`config.mk`:
```
export PLATFORM = sky130hd
export DESIGN_NAME = swap_cmd_sequencer
export DESIGN_NICKNAME = d
export VERILOG_FILES = /design/src/rtl/swap_pkg.sv /design/src/rtl/swap_cmd_fifo.sv /design/src/rtl/swap_cmd_sequencer.sv
export SDC_FILE = /design/constraint.sdc
export NUM_CORES = 1
export LEC_CHECK = 0
export CAP_MARGIN = 20
export CORE_MARGIN = 2
export CORE_UTILIZATION = 40
export CTS_BUF_LIST = sky130_fd_sc_hd__clkbuf_4 sky130_fd_sc_hd__clkbuf_8
export DETAILED_ROUTE_END_ITERATION = 16
export GPL_ROUTABILITY_DRIVEN = 0
export PLACE_DENSITY = 0.62
export SETUP_SLACK_MARGIN = 0.4
export SYNTH_ARGS = -nofsm -noshare
export SYNTH_HDL_FRONTEND = slang
export SYNTH_SLANG_ARGS = --single-unit
```
`constraint.sdc`:
```
create_clock -name Clock -period 6.65 [get_ports Clock]
set_input_delay 0.9975 -clock Clock [delete_from_list [all_inputs] [get_ports Clock]]
set_output_delay 0.9975 -clock Clock [all_outputs]
set_load 0.02 [all_outputs]
```
`src/rtl/swap_pkg.sv`:
```
// Shared encodings for the swap-unit command sequencer and its command FIFO.
package swap_pkg;

  typedef enum logic [1:0] {
    OP_NOP  = 2'b00,
    OP_LOAD = 2'b01,
    OP_SWAP = 2'b10,
    OP_ILL  = 2'b11
  } op_e;

  typedef enum logic [1:0] {
    IDLE      = 2'd0,
    LOAD      = 2'd1,
    SWAP_REQ  = 2'd2,
    SWAP_WAIT = 2'd3
  } state_e;

  // A queued command is {op, sel, data}
  localparam int unsigned CMD_HDR_W = 4;

  function automatic int unsigned cmd_width(input int unsigned n);
    return CMD_HDR_W + n;
  endfunction

  function automatic logic cmd_is_legal(input logic [1:0] op, input logic [1:0] sel);
    logic ok;
    case (op)
      OP_NOP, OP_SWAP: ok = 1'b1;
      OP_LOAD:         ok = (sel != 2'b00);
      default:         ok = 1'b0;
    endcase
    return ok;
  endfunction

endpackage

```
`src/rtl/swap_cmd_fifo.sv`:
```
// Command FIFO with fall-through head, power-of-two depth and async clear on Resetn.
module swap_cmd_fifo #(
  parameter int unsigned DEPTH = 4,
  parameter int unsigned W     = 12
) (
  input  logic                   Clock,
  input  logic                   Resetn,
  input  logic                   push,
  input  logic                   pop,
  input  logic [W-1:0]           wdata,
  output logic [W-1:0]           rdata,
  output logic                   full,
  output logic                   empty,
  output logic [$clog2(DEPTH):0] count
);
  localparam int unsigned AW = $clog2(DEPTH);
  localparam int unsigned CW = AW + 1;

  logic [W-1:0]  mem_r [DEPTH];
  logic [AW-1:0] wr_ptr_r;
  logic [AW-1:0] rd_ptr_r;
  logic [CW-1:0] count_r;
  logic          do_push_s;
  logic          do_pop_s;

  assign full      = (count_r == CW'(DEPTH));
  assign empty     = (count_r == CW'(0));
  assign count     = count_r;
  assign rdata     = mem_r[rd_ptr_r];
  assign do_pop_s  = pop && !empty;
  // A push into a full FIFO is only safe when the head leaves on the same edge
  assign do_push_s = push && (!full || do_pop_s);

  // Storage write; contents need no reset since count gates every read
  always_ff @(posedge Clock) begin
    if (do_push_s) begin
      mem_r[wr_ptr_r] <= wdata;
    end
  end

  // Pointer and occupancy tracking
  always_ff @(posedge Clock or negedge Resetn) begin
    if (!Resetn) begin
      wr_ptr_r <= '0;
      rd_ptr_r <= '0;
      count_r  <= '0;
    end else begin
      if (do_push_s) wr_ptr_r <= wr_ptr_r + AW'(1);
      if (do_pop_s)  rd_ptr_r <= rd_ptr_r + AW'(1);
      case ({do_push_s, do_pop_s})
        2'b10:   count_r <= count_r + CW'(1);
        2'b01:   count_r <= count_r - CW'(1);
        default: count_r <= count_r;
      endcase
    end
  end

endmodule

```
`src/rtl/swap_cmd_sequencer.sv`:
```
// Command front-end for the three-register swap unit: FIFO-buffered LOAD/SWAP
// sequencing. Define SWAPSEQ_TIMEOUT_EN to add a Done watchdog in SWAP_WAIT.
module swap_cmd_sequencer
  import swap_pkg::*;
#(
  parameter int unsigned n       = 8,
  parameter int unsigned DEPTH   = 4,
  parameter int unsigned TIMEOUT = 15
) (
  input  logic                   Clock,
  input  logic                   Resetn,
  input  logic                   cmd_valid,
  output logic                   cmd_ready,
  input  logic [1:0]             cmd_op,
  input  logic [1:0]             cmd_sel,
  input  logic [n-1:0]           cmd_data,
  input  logic                   Done,
  output logic [n-1:0]           Data,
  output logic                   RinExt1,
  output logic                   RinExt2,
  output logic                   RinExt3,
  output logic                   w,
  output logic                   busy,
  output logic [$clog2(DEPTH):0] fifo_count,
  output logic                   err_illegal,
  output logic                   err_timeout
);
  localparam int unsigned CMD_W = cmd_width(n);

  state_e         state_r;
  logic [CMD_W-1:0] head_s;
  logic [1:0]     head_op_s;
  logic [1:0]     head_sel_s;
  logic [n-1:0]   head_data_s;
  logic           full_s;
  logic           empty_s;
  logic           push_s;
  logic           pop_s;

  assign cmd_ready   = !full_s;
  assign push_s      = cmd_valid && !full_s;
  assign pop_s       = (state_r == IDLE) && !empty_s;
  assign busy        = (state_r != IDLE) || !empty_s;
  assign head_op_s   = head_s[CMD_W-1 -: 2];
  assign head_sel_s  = head_s[n+1 -: 2];
  assign head_data_s = head_s[n-1:0];

  swap_cmd_fifo #(
    .DEPTH (DEPTH),
    .W     (CMD_W)
  ) u_fifo (
    .Clock  (Clock),
    .Resetn (Resetn),
    .push   (push_s),
    .pop    (pop_s),
    .wdata  ({cmd_op, cmd_sel, cmd_data}),
    .rdata  (head_s),
    .full   (full_s),
    .empty  (empty_s),
    .count  (fifo_count)
  );

`ifdef SWAPSEQ_TIMEOUT_EN
  localparam int unsigned WDOG_W = $clog2(TIMEOUT + 1);
  logic [WDOG_W-1:0] wdog_r;
`else
  assign err_timeout = 1'b0;
`endif

  // Sequencer FSM; bus enables are registered alongside the state they belong to
  always_ff @(posedge Clock or negedge Resetn) begin
    if (!Resetn) begin
      state_r     <= IDLE;
      Data        <= '0;
      RinExt1     <= 1'b0;
      RinExt2     <= 1'b0;
      RinExt3     <= 1'b0;
      w           <= 1'b0;
      err_illegal <= 1'b0;
`ifdef SWAPSEQ_TIMEOUT_EN
      err_timeout <= 1'b0;
      wdog_r      <= '0;
`endif
    end else begin
      case (state_r)
        IDLE: begin
          Data    <= '0;
          RinExt1 <= 1'b0;
          RinExt2 <= 1'b0;
          RinExt3 <= 1'b0;
          w       <= 1'b0;
          if (!empty_s) begin
            if (!cmd_is_legal(head_op_s, head_sel_s)) begin
              err_illegal <= 1'b1;
            end else begin
              case (head_op_s)
                OP_LOAD: begin
                  state_r <= LOAD;
                  Data    <= head_data_s;
                  RinExt1 <= (head_sel_s == 2'd1);
                  RinExt2 <= (head_sel_s == 2'd2);
                  RinExt3 <= (head_sel_s == 2'd3);
                end
                OP_SWAP: begin
                  state_r <= SWAP_REQ;
                  w       <= 1'b1;
                end
                default: state_r <= IDLE;
              endcase
            end
          end
        end
        LOAD: begin
          state_r <= IDLE;
          Data    <= '0;
          RinExt1 <= 1'b0;
          RinExt2 <= 1'b0;
          RinExt3 <= 1'b0;
        end
        SWAP_REQ: begin
          state_r <= SWAP_WAIT;
          w       <= 1'b0;
`ifdef SWAPSEQ_TIMEOUT_EN
          wdog_r  <= WDOG_W'(TIMEOUT);
`endif
        end
        SWAP_WAIT: begin
          // Done on the final watchdog cycle still counts as success
          if (Done) begin
            state_r <= IDLE;
`ifdef SWAPSEQ_TIMEOUT_EN
          end else if (wdog_r <= WDOG_W'(1)) begin
            err_timeout <= 1'b1;
            state_r     <= IDLE;
          end else begin
            wdog_r <= wdog_r - WDOG_W'(1);
`else
          end else begin
            state_r <= SWAP_WAIT;
`endif
          end
        end
        default: begin
          state_r <= IDLE;
          Data    <= '0;
          RinExt1 <= 1'b0;
          RinExt2 <= 1'b0;
          RinExt3 <= 1'b0;
          w       <= 1'b0;
        end
      endcase
    end
  end

endmodule

```
==> results by group, run 1 <==
Setup path
  – Data arrival time of the worst path: about 2.0 ns
  – First element of the critical path: u_fifo.count[0]
  – CP max stage cell: clkdlybuf4s50_1
  – Critical Path RT: about 5.7 ns
  – R2R Path Start: u_fifo.rd_ptr_r[0]
  – Crit-path max cell delay: ~0.57 ns
  – Launching element type of the critical path: flip-flop
  – Crit path kind: flip-flop to primary output
  – CP Max Fanout: 6
  – Cell-by-cell trace of the critical path: nor3_1, nand2_1, clkdlybuf4s50_1
  – Kind of end point of the critical path: primary output

Min path
  – Hold Path Origin: Data[6]
  – Hold WC Path Type: flip-flop to flip-flop

Floorplanning
  – Effective utilization at floorplan: 0.410
  – Die width: between 80 and 90 µm
  – Core Area: 6760 µm²
  – Die outline area: 7600 µm²
  – Rows: 30
  – Die extent in y: 87.2 µm
  – Number of primary I/O pins: 35

Power and ir drop
  – Areal power density over the cells: 450 nW/µm²
  – Total Power Consumption: 1.50 mW
  – Worst vdd rail ir drop: between 0.00015 and 0.0002 V
  – Pleak: ~1.2 nW

Placed design
  – DP Wirelength: 3.28 mm
  – Cells after DPL: 253
  – Number of I/O port buffers: 33

Clocking
  – CTS Root Buffer Type: clkbuf_8
  – Total CTS buffers: 9
  – Number of sinks on the clock net: 70
  – Setup bufs post-CTS: 0
  – Clock latency at the later pin of the worst-skew pair: ~0.33 ns
  – Resized Gates After CTS: 0
  – Deepest level of the CTS H-tree: 3
  – Worst-case clock buffer depth: 2
  – Worst-path clk slew: 0.07 ns
  – Clock tree from TritonCTS: built
  – Total of hold buffers inserted after clock tree synthesis: 0

Global routing
  – Met3 global-route usage: 0.0322
  – Total gr overflow: 0
  – Maximum number of pins on one net before global-route repair: 23
  – Met1 global-route usage: 0.180
  – Vias in the first global route: approximately 1500
  – Most heavily used metal layer in global routing: met2
  – Global Route met2 Usage: 0.222
  – GRT Total Usage: 0.140
  – Antenna violations before repair: 0
  – Wire length of the first global-routing pass: 7.69 mm

Status
  – Run status: complete, no violations

Route
  – Post-DR wirelength/cell: 17.6 µm
  – Via density per instance: 5.32
  – Routed vias: approximately 1400
  – Number of violations reported at the end of detailed-routing iteration 0: 38
  – Post-detailed-route DRC marker count: 0
  – First-pass DRT Iterations: 4
  – Number of routed nets with antenna violations: 0
  – Total Wirelength: around 4.7 mm

Yosys
  – Synthesized instance count: between 100 and 150
  – Yosys warning count: 0
  – Fraction of synthesized cell area taken by the top area cell type: 0.521
  – Dominant synthesized flop cell: edfxtp_1
  – Number of enable-type register cells in the synthesized netlist: 48
  – Library cells used by synthesis: 30
  – Dominant cells by area after synthesis: edfxtp_1, dfrtp_1, mux4_2, a32o_1, ha_1
  – Average footprint of a synthesized cell: roughly 19 µm²
  – Share of synthesized flip-flops with an asynchronous set or reset: 0.314
  – Seq cells post-synth: 70
  – Post-synth net total: between 150 and 200
  – Post-Synthesis Cell Area: about 2800 µm²
  – Cell accounting for the most synthesized area: edfxtp_1
  – List of most frequent post-synthesis cells: edfxtp_1, dfrtp_1, mux4_2, a32o_1, inv_1
  – Proportion of synthesized chip area in sequential cells: 0.719
  – Cell with the most instances after synthesis: edfxtp_1

Timing
  – Worst Skew: just over 0.006 ns
  – Final Max Tran Viols: 0
  – RSZ-0062 raised after global routing: false
  – Final hold vios: 0
  – Period utilization: 0.445
  – Worst slew margin relative to its limit: 0.348
  – Least-Margin Pin Slew: approximately 1 ns
  – Time the final worst path needs with I/O delays and setup: roughly 3.0 ns
  – Total negative slack for setup checks: 0 ns
  – Setup-violating endpoint count in the final report: 0
  – Achievable frequency: 338 MHz

Finish
  – Final Net Count: ~200
  – Util after Layout: 0.494
  – Ratio of cells with drive above 1 in the final layout: 0.159
  – Number of fill cells in the layout: 567
  – Number of non-filler instances in the completed layout: 269
  – Syn-to-layout area delta: 20.4%
  – Antenna diode instance count: 0

Run
  – Number of maximum-capacitance constraint violations: 0
metal layers:
metal	wire length (µm)	part of all wire
met5	0	0
met4	120	0.025
met2	2380	0.50
met3	120	0.025
met1	2110	0.45
final cells by class:
type,count,area [µm²],share of cell area
sequential,70,1990,0.597
multi-input combinational,60,681,0.204
timing repair buffer,33,330,0.0991
clock buffer,11,145,0.0435
tap,80,100,0.0300
clock inverter,5,48.8,0.0146
inverter,10,37.5,0.0113
cell usage in the layout (no fill, tap or decap):
cell	netlist	final
a32o_1	11	11
o21bai_1	1	1
clkinv_1	0	1
a32o_2	1	1
and4bb_1	1	1
edfxtp_1	48	48
bufinv_16	0	1
clkbuf_4	0	1
and2_1	1	1
ha_1	5	5
xnor2_1	2	2
nand2_1	4	4
xor2_1	4	4
and3b_1	1	1
dfrtp_1	22	22
clkdlybuf4s50_1	0	33
fa_1	1	1
or2_1	1	1
o41ai_1	2	2
conb_1	1	1
o21ai_0	1	1
mux4_2	12	12
or3b_1	1	1
clkbuf_8	0	10
clkinv_2	0	3
a31o_2	1	1
nor2_1	2	2
nor3_1	2	2
and3_1	4	4
mux2_2	1	1
inv_1	10	10
flip-flops by register name, indices dropped and copies added, names as in the netlist:
register         flops
Data                 8
RinExt1              1
RinExt2              1
RinExt3              1
err_illegal          1
state_r              2
u_fifo.count         3
u_fifo.mem_r        48
u_fifo.rd_ptr_r      2
u_fifo.wr_ptr_r      2
w                    1
metrics by stage:
step / cell area [µm²] / worst slack (ns) / hold WS [ns]
floorplan: 2770 / 4.31 / 0.518
global placement: 3140 / 3.91 / 0.453
detailed placement: 3140 / 3.83 / 0.486
CTS: 3330 / 3.67 / 0.500
global route: 3330 / 3.59 / 0.520
finish: 3330 / 3.69 / 0.494
where the power goes:
part	total, mW	switching (mW)	leakage, nW	internal (mW)
Clock	0.329	0.145	0.104	0.184
Combinational	0.480	0.243	0.422	0.238
Sequential	0.690	0.101	0.721	0.588
Total	1.50	0.489	1.25	1.01
path summary, 6_finish.rpt:
| path | endpoint | slack (ns) | cells past startpoint |
|---|---|---|---|
| max | busy | 3.69 | 3 |
| min | Data[6] | 0.49 | 1 |
| max reg2reg | Data[3] | 4.25 | 3 |
| min reg2reg | Data[6] | 0.49 | 1 |
| max in group asynchronous | Data[3] | 4.85 | 1 |
| min in group asynchronous | u_fifo.rd_ptr_r[1] | 1.20 | 1 |
logic make-up (layout without fill, tap and decap cells):
group,Yosys count,count (layout),synth area share
flip-flops,70,70,0.719
XOR/XNOR,6,6,0.0190
adder cells (fa/ha/maj),6,6,0.0298
AO/OA/AOI/OAI,17,17,0.0578
AND/OR/NAND/NOR,17,17,0.0362
other,1,1,0.00135
buffers and inverters,17,59,0.0348
multiplexers,13,13,0.102
worst max-delay path: cells and delay by family, from the launching register on:
kind / cells / cell delay [ns]
AND/OR/NAND/NOR: 2 / 0.63
flip-flops: 1 / 0.43
buffers and inverters: 1 / 0.57
No activity file was read; power rests on OpenSTA's default activity.
==> run 2, diff against run 1 <==
Clock period 6.65 ns to 3 ns, I/O delays scaled along.
==> results by group, run 2 (synthesis results as in run 1) <==
Global routing
  – Antenna violations before repair: 0 (unchanged)
  – Total gr overflow: 0 (unchanged)
  – Global Route met2 Usage: 0.209 (-0.0132)
  – Most heavily used metal layer in global routing: met2
  – Met3 global-route usage: 0.0616 (+0.0294)
  – Wire length of the first global-routing pass: 7.59 mm (-1.2%)
  – Maximum number of pins on one net before global-route repair: 23 (unchanged)
  – GRT Total Usage: 0.142 (+0.00174)
  – Vias in the first global route: 1468 (-0.88%)
  – Met1 global-route usage: 0.179 (-0.000659)

Floorplanning
  – Rows: 30 (unchanged)
  – Core Area: 6760 µm² (unchanged)
  – Effective utilization at floorplan: 0.410 (unchanged)
  – Die outline area: 7600 µm² (unchanged)
  – Die extent in y: 87.2 µm (unchanged)
  – Die width: 87.2 µm (unchanged)
  – Number of primary I/O pins: 35 (unchanged)

Clocking
  – Setup bufs post-CTS: 0 (unchanged)
  – Number of sinks on the clock net: 70 (unchanged)
  – Clock tree from TritonCTS: built
  – Deepest level of the CTS H-tree: 3 (unchanged)
  – Worst-case clock buffer depth: 2 (unchanged)
  – Resized Gates After CTS: 0 (unchanged)
  – Worst-path clk slew: 0.07 ns (about the same)
  – Total CTS buffers: 9 (unchanged)
  – Total of hold buffers inserted after clock tree synthesis: 0 (unchanged)
  – Clock latency at the later pin of the worst-skew pair: 0.34 ns (about the same)
  – CTS Root Buffer Type: clkbuf_8

Finish
  – Flip-flop count of the largest register after layout: 48 (unchanged)
  – Syn-to-layout area delta: 20.8%
  – Most flops, register: u_fifo.mem_r
  – Ratio of cells with drive above 1 in the final layout: 0.173 (+0.0140)
  – Final Net Count: 208 (+0.97%)
  – Highest-count cells in the layout ignoring fill and taps: edfxtp_1, clkdlybuf4s50_1, dfrtp_1
  – Most common library cell in the layout ignoring fill and taps: edfxtp_1
  – Antenna diode instance count: 0 (unchanged)
  – Number of non-filler instances in the completed layout: 271 (+0.74%)

Timing
  – Total negative slack for setup checks: 0 ns (unchanged)
  – Worst Skew: 0.00762 ns (+0.00143 ns)
  – Least-Margin Pin Slew: 0.678 ns (-0.298 ns)
  – Period utilization: 0.809
  – Setup-violating endpoint count in the final report: 0 (unchanged)
  – Worst slew margin relative to its limit: 0.548 (+0.200)
  – Final hold vios: 0 (unchanged)
  – Time the final worst path needs with I/O delays and setup: approximately 2.4 ns
  – Final Max Tran Viols: 0 (unchanged)
  – Achievable frequency: about 410 MHz
  – RSZ-0062 raised after global routing: false

Setup path
  – Cell-by-cell trace of the critical path: nor3_1, nand2_1, clkdlybuf4s50_1
  – Kind of end point of the critical path: primary output
  – Worst reg-to-reg setup slack: 0.71 ns (-3.54 ns)
  – Data arrival time of the worst path: 1.98 ns (+0.02 ns)
  – Critical Path RT: 2.55 ns (-3.10 ns)
  – Count of cells along the worst register-to-register path: 9 (+6)
  – CP max stage cell: clkdlybuf4s50_1
  – Crit path kind: flip-flop to primary output
  – Launching element type of the critical path: flip-flop
  – R2R Path Start: u_fifo.count[0]
  – Crit-path max cell delay: 0.56 ns (about the same)
  – Gate family responsible for the most delay along the worst path: simple AND/OR/NAND/NOR gates
  – Crit path buf inv count: 1 (unchanged)
  – Endpoint of the worst register-to-register path: u_fifo.count[2]
  – CP Max Fanout: 6 (unchanged)

Power and ir drop
  – Areal power density over the cells: 977 nW/µm² (+120%)
  – Pleak: 1.26 nW (+0.77%)
  – Worst vdd rail ir drop: 0.000351 V (+120%)

Route
  – Post-detailed-route DRC marker count: 0 (unchanged)
  – Via density per instance: 5.30 (-0.53%)
  – Total Wirelength: 4.82 mm (+1.9%)
  – Number of violations reported at the end of detailed-routing iteration 0: 56 (+47%)
  – Routed vias: 1435 (+0.21%)
  – Number of routed nets with antenna violations: 0 (unchanged)
  – First-pass DRT Iterations: 4 (unchanged)
  – Post-DR wirelength/cell: 17.8 µm (+1.1%)

Status
  – Run status: complete, no violations

Placed design
  – DP Wirelength: 3.34 mm (+1.7%)
  – Cells after DPL: 254 (+0.40%)
  – Number of I/O port buffers: 33 (unchanged)

Min path
  – Hold WC Path Type: primary input to asynchronous set/reset pin

Run
  – Number of maximum-capacitance constraint violations: 0 (unchanged)
-- run 2: changes by cell type in the layout (fill, tap and decap cells not counted), sizes merged --
cell,delta
clkinv,+1
bufinv,-1
buf,+2
-- run 2: how the worst max path moves through the flow --
| stage | from | cells after the start | end | slack (ns) |
|---|---|---|---|---|
| 2_1_floorplan | u_fifo.count[0] | 9 | u_fifo.count[2] | 0.66 |
| 3_3_place_gp | cmd_valid | 9 | u_fifo.count[2] | 0.80 |
| 3_5_place_dp | u_fifo.count[0] | 9 | u_fifo.count[2] | 0.74 |
| 4_1_cts | u_fifo.count[0] | 3 | busy | 0.52 |
| 5_1_grt | u_fifo.count[0] | 3 | busy | 0.43 |
| 6_report | u_fifo.count[0] | 3 | busy | 0.57 |
-- run 2: layer usage --
metal  up-vias  wire length (µm)
met4         0               147
met2        46              2310
met3        16               296
met5         -                 0
met1       718              2070
li1        655                 -
-- run 2: worst register-to-register path, cell delays in order (launching register included) --
cell and delay, ns:
dfrtp_1 0.43, or3b_1 0.48, and2_1 0.23, inv_1 0.06, ha_1 0.17, inv_1 0.06
fa_1 0.37, xor2_1 0.15, nor2_1 0.11, xor2_1 0.15
-- run 2: cell type report --
class,instances,area [µm²]
clock inverters,5,25.0
fillers,575,3410
inverters,10,37.5
well taps,80,100
repair buffers,35,365
flip-flops and latches,70,1990
multi-input cells,60,681
clock buffers,11,145
-- run 2: power breakdown --
part	switching, mW	internal, mW	total, mW
clock network	0.326	0.324	0.650
logic	0.574	0.539	1.11
registers	0.200	1.31	1.51
total	1.10	2.17	3.27
-- run 2: per-stage QoR --
stage / total power, mW / instance area [µm²] / hold slack [ns] / utilization / setup slack [ns]
3_3_place_gp: 2.59 / 3150 / 0.467 / 0.466 / 0.800
3_5_place_dp: 2.65 / 3150 / 0.481 / 0.466 / 0.738
6_report: 3.27 / 3350 / 0.327 / 0.495 / 0.574
2_1_floorplan: 2.26 / 2770 / 0.154 / - / 0.657
5_1_grt: 3.48 / 3350 / 0.316 / 0.495 / 0.425
4_1_cts: 3.31 / 3320 / 0.497 / 0.491 / 0.515
